===== config.mk =====
export PLATFORM = sky130hd
export DESIGN_NAME = execute_pipe
export DESIGN_NICKNAME = d
export VERILOG_FILES = /design/src/rtl/execute_pkg.sv /design/src/rtl/mul_iter.sv /design/src/rtl/execute_pipe.sv
export SDC_FILE = /design/constraint.sdc
export NUM_CORES = 2
export LEC_CHECK = 0
export CAP_MARGIN = 10
export CORE_UTILIZATION = 30
export DETAILED_ROUTE_END_ITERATION = 8
export PLACE_DENSITY = 0.49
export SLEW_MARGIN = 5
export SYNTH_ARGS = -nofsm -noshare
export SYNTH_HDL_FRONTEND = slang
export SYNTH_SLANG_ARGS = --single-unit

===== constraint.sdc =====
create_clock -name clk -period 4.1 [get_ports clk]
set_input_delay 0.82 -clock clk [delete_from_list [all_inputs] [get_ports clk]]
set_output_delay 0.82 -clock clk [all_outputs]
set_load 0.01 [all_outputs]

===== src/rtl/execute_pkg.sv =====
// rtl/execute_pkg.sv - shared opcode, forwarding-select and FSM definitions for the execute stage
package execute_pkg;

    // ALU opcodes presented on AluControl
    localparam logic [3:0] OP_AND  = 4'b0000;
    localparam logic [3:0] OP_OR   = 4'b0001;
    localparam logic [3:0] OP_ADD  = 4'b0010;
    localparam logic [3:0] OP_SUB  = 4'b0110;
    localparam logic [3:0] OP_PASSB = 4'b0111;
    localparam logic [3:0] OP_NOR  = 4'b1100;
    localparam logic [3:0] OP_LSL  = 4'b1001;
    localparam logic [3:0] OP_LSR  = 4'b1010;
    localparam logic [3:0] OP_MUL  = 4'b1000;

    // Forwarding selects; 11 aliases the register-file value
    localparam logic [1:0] FWD_REG     = 2'b00;
    localparam logic [1:0] FWD_WB      = 2'b01;
    localparam logic [1:0] FWD_MEM     = 2'b10;
    localparam logic [1:0] FWD_REG_ALT = 2'b11;

    typedef enum logic {
        ST_IDLE = 1'b0,
        ST_BUSY = 1'b1
    } state_t;

endpackage


===== src/rtl/mul_iter.sv =====
// rtl/mul_iter.sv - iterative shift-add multiplier, one multiplier bit per cycle
//
// Ports:
//   clk, reset      clock and asynchronous active-low reset
//   start           load a/b and begin (ignored while busy)
//   abort           drop the multiply in progress
//   a, b            operands, N bits
//   busy            a multiply is in progress
//   done            high in the last busy cycle; product is valid then
//   product         low N bits of a*b, valid while done is high
module mul_iter #(
    parameter int N = 64
) (
    input  logic         clk,
    input  logic         reset,
    input  logic         start,
    input  logic         abort,
    input  logic [N-1:0] a,
    input  logic [N-1:0] b,
    output logic         busy,
    output logic         done,
    output logic [N-1:0] product
);

    localparam int CW = (N > 1) ? $clog2(N) : 1;

    logic [N-1:0]  mcand;
    logic [N-1:0]  mplier;
    logic [N-1:0]  acc;
    logic [N-1:0]  acc_next;
    logic [CW-1:0] cnt;

    // The final partial product is folded in combinationally so the caller
    // can register the result on the same edge that ends the iteration.
    assign acc_next = mplier[0] ? (acc + mcand) : acc;
    assign done     = busy && (cnt == CW'(N - 1));
    assign product  = acc_next;

    always_ff @(posedge clk or negedge reset) begin
        if (!reset) begin
            busy   <= 1'b0;
            cnt    <= '0;
            mcand  <= '0;
            mplier <= '0;
            acc    <= '0;
        end else if (abort) begin
            busy <= 1'b0;
            cnt  <= '0;
        end else if (busy) begin
            acc    <= acc_next;
            mcand  <= mcand << 1;
            mplier <= mplier >> 1;
            if (cnt == CW'(N - 1)) begin
                busy <= 1'b0;
                cnt  <= '0;
            end else begin
                cnt <= cnt + 1'b1;
            end
        end else if (start) begin
            busy   <= 1'b1;
            cnt    <= '0;
            mcand  <= a;
            mplier <= b;
            acc    <= '0;
        end
    end

endmodule


===== src/rtl/execute_pipe.sv =====
// rtl/execute_pipe.sv - execute stage: forwarding, single-cycle ALU, iterative MUL, EX/MEM register
//
// Ports:
//   clk, reset                      clock and asynchronous active-low reset
//   in_valid_E / in_ready_E         operation handshake from decode
//   flush_E                         kill in-flight MUL and the output register
//   AluSrc, AluControl              operand-B select and opcode
//   PC_E, signImm_E                 branch target inputs
//   readData1_E, readData2_E        register-file operands
//   fwdA_E, fwdB_E                  forwarding selects
//   fwdMem_E, fwdWb_E               forwarded data
//   out_valid_M                     one-cycle pulse per completed operation
//   PCBranch_M, aluResult_M,
//   writeData_M, zero_M             registered results
module execute_pipe
    import execute_pkg::*;
#(
    parameter int N      = 64,
    parameter int MUL_EN = 1
) (
    input  logic         clk,
    input  logic         reset,
    input  logic         in_valid_E,
    output logic         in_ready_E,
    input  logic         flush_E,
    input  logic         AluSrc,
    input  logic [3:0]   AluControl,
    input  logic [N-1:0] PC_E,
    input  logic [N-1:0] signImm_E,
    input  logic [N-1:0] readData1_E,
    input  logic [N-1:0] readData2_E,
    input  logic [1:0]   fwdA_E,
    input  logic [1:0]   fwdB_E,
    input  logic [N-1:0] fwdMem_E,
    input  logic [N-1:0] fwdWb_E,
    output logic         out_valid_M,
    output logic [N-1:0] PCBranch_M,
    output logic [N-1:0] aluResult_M,
    output logic [N-1:0] writeData_M,
    output logic         zero_M
);

    state_t       state;
    state_t       state_next;
    logic [N-1:0] op_a;
    logic [N-1:0] fwd_b;
    logic [N-1:0] op_b;
    logic [N-1:0] alu_res;
    logic [N-1:0] pc_branch;
    logic [N-1:0] pcb_hold;
    logic [N-1:0] wd_hold;
    logic [N-1:0] mul_product;
    logic         accept;
    logic         is_mul;
    logic         mul_busy;
    logic         mul_done;
    logic         mul_fire;

    assign in_ready_E = (state == ST_IDLE);
    assign accept     = in_valid_E && in_ready_E && !flush_E;
    assign is_mul     = (MUL_EN != 0) && (AluControl == OP_MUL);
    assign mul_fire   = mul_busy && mul_done && (state == ST_BUSY);
    assign pc_branch  = PC_E + (signImm_E << 2);
    assign op_b       = AluSrc ? signImm_E : fwd_b;

    always_comb begin
        op_a = readData1_E;
        case (fwdA_E)
            FWD_WB:  op_a = fwdWb_E;
            FWD_MEM: op_a = fwdMem_E;
            default: op_a = readData1_E;
        endcase
    end

    always_comb begin
        fwd_b = readData2_E;
        case (fwdB_E)
            FWD_WB:  fwd_b = fwdWb_E;
            FWD_MEM: fwd_b = fwdMem_E;
            default: fwd_b = readData2_E;
        endcase
    end

    // MUL is not handled here: it goes through mul_iter, and when the
    // multiplier is disabled the opcode falls into the zero default.
    always_comb begin
        alu_res = '0;
        case (AluControl)
            OP_AND:   alu_res = op_a & op_b;
            OP_OR:    alu_res = op_a | op_b;
            OP_ADD:   alu_res = op_a + op_b;
            OP_SUB:   alu_res = op_a - op_b;
            OP_PASSB: alu_res = op_b;
            OP_NOR:   alu_res = ~(op_a | op_b);
            OP_LSL:   alu_res = op_a << op_b[5:0];
            OP_LSR:   alu_res = op_a >> op_b[5:0];
            default:  alu_res = '0;
        endcase
    end

    mul_iter #(.N(N)) u_mul (
        .clk     (clk),
        .reset   (reset),
        .start   (accept && is_mul),
        .abort   (flush_E),
        .a       (op_a),
        .b       (op_b),
        .busy    (mul_busy),
        .done    (mul_done),
        .product (mul_product)
    );

    always_ff @(posedge clk or negedge reset) begin
        if (!reset) begin
            state <= ST_IDLE;
        end else begin
            state <= state_next;
        end
    end

    always_comb begin
        state_next = state;
        case (state)
            ST_IDLE: if (accept && is_mul) state_next = ST_BUSY;
            ST_BUSY: if (flush_E || mul_fire) state_next = ST_IDLE;
            default: state_next = ST_IDLE;
        endcase
    end

    // Side results of a MUL are captured at accept; decode may move on.
    always_ff @(posedge clk or negedge reset) begin
        if (!reset) begin
            pcb_hold <= '0;
            wd_hold  <= '0;
        end else if (accept && is_mul) begin
            pcb_hold <= pc_branch;
            wd_hold  <= fwd_b;
        end
    end

    // Priority: flush, then MUL completion, then single-cycle accept.
    always_ff @(posedge clk or negedge reset) begin
        if (!reset) begin
            out_valid_M <= 1'b0;
            zero_M      <= 1'b0;
            PCBranch_M  <= '0;
            aluResult_M <= '0;
            writeData_M <= '0;
        end else if (flush_E) begin
            out_valid_M <= 1'b0;
        end else if (mul_fire) begin
            out_valid_M <= 1'b1;
            aluResult_M <= mul_product;
            zero_M      <= (mul_product == '0);
            PCBranch_M  <= pcb_hold;
            writeData_M <= wd_hold;
        end else if (accept && !is_mul) begin
            out_valid_M <= 1'b1;
            aluResult_M <= alu_res;
            zero_M      <= (alu_res == '0);
            PCBranch_M  <= pc_branch;
            writeData_M <= fwd_b;
        end else begin
            out_valid_M <= 1'b0;
        end
    end

endmodule


* After elaboration in Yosys (flattened, before gate mapping) *
Index checks and enable logic that the tools add are counted.

word-level totals
  register bits after elaboration = 522
  input bits = 397
  output and inout bits = 195
  logic and storage cells = 88

operators by class
  $add $sub $neg = 5
  equal/unequal tests = 13
  shifts and indexed selects = 2
  muxes and demuxes = 32
  bitwise operators = 5
  reductions and logical operators = 18

operators by type and width
  operator                                       number
  2-to-1 mux 64 bit                              14
  case mux 64 bit (8 select lines)               1
  case mux 64 bit (2 select lines)               2
  adder 64 bit                                   3
  logical NOT 64 bit                             2
  bitwise AND 64 bit                             1
  inverter 64 bit                                1
  OR 64 bit                                      1
  left shift 64 x 6 -> 64 bit                    1
  right shift 64 x 6 -> 64 bit                   1
  subtractor 64 bit                              1
  2-to-1 mux 6 bit                               4
  == test 4 bit, second input constant           4
  2-to-1 mux 1 bit                               10
  == test 4 x 3 -> 1 bit, second input constant  2
  logical AND 1 bit                              7
  adder 6 x 1 -> 6 bit, second input constant    1
  == test 6 bit, second input constant           1
  == test 2 x 1 -> 1 bit, second input constant  2
  == test 2 bit, second input constant           2
  == test 4 x 1 -> 1 bit, second input constant  1
  == test 4 x 2 -> 1 bit, second input constant  1
  logical NOT 4 bit                              1
  AND reduction 2 bit                            2
  6 further kinds                                9

* Depth between registers and ports, before layout *
  depth in word-level cells = 9
  mapped depth = 38
  depth with buffers taken out = 31

* Cells and area by module *
A second synthesis with hierarchy kept.

second synthesis, totals
  cell total of the unflattened synthesis = 6380
  area total of the unflattened synthesis = 48708.0 um2

modules (own cells, without submodules)
  module        instances  cells an instance  area each (um2)  seq. area each (um2)
  execute_pipe  1          5014               36023.3          8082.8
  mul_iter      1          1366               12684.7          4979.8

* Worst setup path before layout *
No wires, ideal clock.

  path type = input to register
  start point = input port fwdB_E[0]
  end point = register zero_M
  setup time = 0.066 ns
  data arrival time = 8.322 ns
  required time = 4.034 ns
  path slack = -4.288 ns
  stages on the path = 35
  path buffers = 6
  path through = inv_1 ha_1 or2_1 buf_6 o221ai_4 buf_4 buf_4 buf_2 clkbuf_1 ha_1 o21ai_1 or4_1 nand3b_1 nor4_4 nand3_1 nor4_2 nand2_1 o21ai_1 xor2_1 ha_1 clkbuf_1 a21oi_1 o21ai_0 nor2_1 o211ai_1 nor4_1 nor2_1 xnor2_1 o221ai_1 a31o_2 nor4_1 nand4_1 or4_1 nor2_1 a221o_1

on the way
  word-level cells in the longest chain between the ends = 9
  elaborated cells between the ends (all ways) = 15
  those cells by class = add/sub: 2; eq/ne: 2; shift: 2; mux: 5; bitwise: 3; reduce/logical: 1

ends and longest elaborated chain
  item                                                            RTL line             RTL
  start: declaration                                              execute_pipe.sv:33   input logic [1:0] fwdB_E,
  == test 2 bit / == test 2 x 1 -> 1 bit (equally long branches)  execute_pipe.sv:77   case (fwdB_E)
  case mux 64 bit (2 select lines) (*)                            execute_pipe.sv:77
  2-to-1 mux 64 bit (*)                                           execute_pipe.sv:64   assign op_b = AluSrc ? signImm_E : fwd_b;
  branches (longest 2 deep; another with subtractor 64 bit)       -
  case mux 64 bit (8 select lines) (*)                            execute_pipe.sv:88   case (AluControl)
  logical NOT 64 bit (*)                                          execute_pipe.sv:160  zero_M <= (alu_res == '0);
  2-to-1 mux 1 bit (*)                                            execute_pipe.sv:157  end else if (accept && !is_mul) begin
  2-to-1 mux 1 bit (*)                                            execute_pipe.sv:151  end else if (mul_fire) begin
  end signal: assignment                                          execute_pipe.sv:154  zero_M <= (mul_product == '0);
  end signal: assignment                                          execute_pipe.sv:160
  end: declaration                                                execute_pipe.sv:40   output logic zero_M

Mark *: on every way between the ends. The select of a mux whose other input is x is not followed.
A chain may end at the register's enable or synchronous reset.

* Worst setup path in the final report *
  start point = input port fwdB_E[1]
  end point = register zero_M

The elaborated chain is that of the path after synthesis.

==> results.py <==
metrics = {
    "die": {
        "std_cell_rows": 149,
        "core_um2": 165000,
        "start_util": 0.302,
        "io_pins": 592,
        "fp.dieH_um": 409,
        "dieArea_um2": 168000,
        "fp.dieW_um": 409,
    },
    "pwr": {
        "p_total_uw": 37600,
        "power_frac_comb": 0.625,
        "share_seq_of_total_power": 0.198,
        "sw_frac_of_total": 0.446,
        "clkPwrFrac": 0.177,
        "ir_worst_vdd_mv": 0.436,
        "p_leak_uw": 0.0377,
        "power.density_nw_per_um2": 463,
        "p_int_uw": 20800,
        "net-switching-power_uw": 16800,
    },
    "flow_run": {
        "maxCapViolations": 0,
    },
    "setup_path": {
        "critPathKind": "primary input to flip-flop",
        "worstPathRequired_ps": 4720,
        "cp-end-kind": "flip-flop",
        "slowest_delay_ps": 490,
        "cpMaxStageDelayCell": "or4_4",
        "crit_arrival_ps": 7630,
        "cp_max_fo": 6,
        "cp-start-kind": "primary input",
    },
    "cts": {
        "clock_path_buffers": 3,
        "htree_num_levels": 3,
        "cts_tree": "built",
        "cts.sinks": 522,
        "cts_hold_buf": 0,
        "clk_pin_slew_ps": 60,
        "numCtsBuffers": 71,
        "root_buffer": "clkbuf_16",
        "clk_latency_ps": 760,
    },
    "synthesis": {
        "yosysTopAreaCellShare": 0.262,
        "syn_nets": 7334,
        "synth_area_leaders": "dfrtp_1, nand2_1, o21ai_0",
        "yosysTopAreaCell": "dfrtp_1",
        "synth_flop_cell": "dfrtp_1",
        "avgSynthCellArea_um2": 7.41,
        "syn_area_um2": 49800,
        "yosys_warnings": 0,
        "yosysUniqueCellTypes": 111,
        "synth_cells": 6723,
        "yosys_register_bits": 522,
        "async_flop_share": 1.00,
        "ys_seq_area_frac": 0.262,
        "synth_edf_count": 0,
    },
    "grt": {
        "grt_pass1_wl_um": 500000,
        "antenna_found_initial": 44,
        "grt_pass1_vias": 62800,
        "overflow": 0,
        "grt_max_degree": 169,
        "grtUsageTotal": 0.421,
    },
    "sta": {
        "fin_skew_ps": 80.9,
        "layout_min_cycle_time_ps": 7000,
        "max_freq_mhz": 143,
        "maxSlewViolCount": 0,
        "period_share": 1.71,
        "final.setup.tns_ps": -104200,
        "rsz0062_at_grt": "yes",
        "whs_ps": 151,
        "slew_headroom": 0.259,
        "setup_violations": 67,
        "hold_viol": 0,
        "tightest_slew_ps": 1110,
        "setup_ws_ps": -2900,
    },
    "detailed_routing": {
        "routed_wl_um": 366000,
        "via_count": 66500,
        "wl_per_cell_um": 32.0,
        "ant_nets": 0,
        "vias_per_cell": 5.81,
        "drt_iter0_drc": 7338,
        "firstDrtPassIters": 9,
        "drc": 0,
    },
    "placement": {
        "dp_hpwl_um": 304000,
        "dpl_cell_area_um2": 74500,
        "io_buffers": 591,
        "place_inst": 11200,
        "globalplace.congestion": 1.10,
    },
    "finish": {
        "postLayoutCellArea_um2": 81200,
        "mostFrequentLayoutCells": "buf_4, nand2_1, o21ai_0, nor2_1, clkdlybuf4s50_1",
        "layout.nets": 9798,
        "syn2layout_area_growth_pct": 63.0,
        "final_common_cell": "buf_4",
        "layout-drive-gt1-share": 0.323,
        "instances_no_fill": 11500,
        "num-fill-cells": 16500,
    },
    "status": {
        "violations": "setup timing",
        "outcome": "complete, but fails checks",
    },
    "hold_path": {
        "hp-class": "primary input to async pin",
    },
}
Yosys cell counts, types with 13 or more instances:
cell and count:
nand2b_1 47, a21o_1 145, inv_1 144, clkbuf_1 365, a221o_1 79, xor2_1 88
o21ai_0 692, nand4_1 67, a211o_1 13, and3_1 33, nor4_1 23, o21ai_1 72
ha_1 211, a31o_2 14, buf_1 47, a22oi_1 85, and2_1 30, dfrtp_1 522
a2111oi_0 13, nand3_1 171, buf_2 54, nor2b_1 42, mux2_2 32, a211oi_1 67
nor2_1 624, xnor2_1 111, o21a_1 55, a221oi_1 51, mux2i_1 312, a21oi_1 523
o221ai_1 34, or3_1 23, a22o_1 18, nand2_1 1009, o22ai_1 192, o31ai_1 57
nor3_1 111, a31oi_1 127, or2_2 29, maj3_1 35, o21bai_1 33, nor3b_1 19
o211ai_1 67, buf_4 17
worst max-delay path, delay by kind of cell:
family,cells,cell delay [ps]
adder cells (fa/ha/maj),3,670
buffers and inverters,6,780
XOR/XNOR,2,360
AO/OA/AOI/OAI,9,1390
AND/OR/NAND/NOR,14,3560
final cells by class:
type / count / area, µm² / area share
Clock buffer: 102 / 2060 / 0.0254
Clock inverter: 25 / 397 / 0.00489
Timing Repair Buffer: 2884 / 24800 / 0.305
Sequential cell: 522 / 13100 / 0.161
Tap cell: 2189 / 2740 / 0.0337
Inverter: 148 / 574 / 0.00708
Multi-Input combinational cell: 5560 / 37500 / 0.462
Antenna cell: 22 / 55.1 / 0.000678
timing repair:
| action | in CTS | in global routing |
|---|---|---|
| cloned | 0 | 0 |
| setup endpoints to repair | 134 | 138 |
| setup buffers | 58 | 78 |
| resized for setup | 340 | 409 |
| pin swaps | 112 | 191 |
flip-flops by register name (all words and copies together) (netlist names), 6 cells and up:
signal / flops
wd_hold: 64
u_mul.acc: 64
u_mul.mplier: 64
PCBranch_M: 64
writeData_M: 64
aluResult_M: 64
pcb_hold: 64
u_mul.cnt: 6
u_mul.mcand: 64
through the flow:
stage,utilization,worst slack (ps)
2_1_floorplan,-,-3130
3_5_place_dp,0.452,-4470
5_1_grt,0.492,-3100
6_report,0.492,-2900
4_1_cts,0.478,-2830
3_3_place_gp,0.452,-4400
path summary, 6_finish.rpt:
path | start | to | slack (ps) | depth (start not counted)
setup reg to reg | u_mul.acc[1] | zero_M | -1120 | 20
hold reg to reg | PCBranch_M[42] | PCBranch_M[42] | 470 | 2
min in group clk | PCBranch_M[42] | PCBranch_M[42] | 470 | 2
hold / removal | reset | PCBranch_M[31] | 150 | 1
max in group asynchronous | reset | wd_hold[44] | 2690 | 2
setup / recovery | fwdB_E[1] | zero_M | -2900 | 34
power by group through the flow:
stage | Clock [µW] | Combinational, µW | Sequential (µW)
after floorplan | 0 | 8680 | 7320
after global placement | 0 | 21200 | 7460
after detailed placement | 0 | 21200 | 7490
after CTS | 6750 | 22000 | 7420
after global routing | 6920 | 24500 | 7560
final | 6640 | 23500 | 7450
cell families (layout without fill, tap and decap cells):
group                      Yosys count  count (layout)  share of synthesized area
and+or+nand+nor                   2282            2282                      0.201
adders and majority gates          249             249                     0.0613
other                                0              22                          0
DFF                                522             522                      0.262
AOI/OAI and AO/OA                 2483            2483                      0.317
muxes                              347             347                     0.0711
xor gates and xnor gates           199             199                     0.0350
buffers and inverters              641            3159                     0.0525
layer usage:
layer | global-route usage | share of wire | vias up
met5 | 0 | 0.00046 | -
met4 | 0.198 | 0.055 | 26
met3 | 0.108 | 0.097 | 681
met2 | 0.608 | 0.41 | 3400
met1 | 0.580 | 0.44 | 32700
li1 | - | - | 29700
Note: power is estimated with default switching activity, not from simulation.
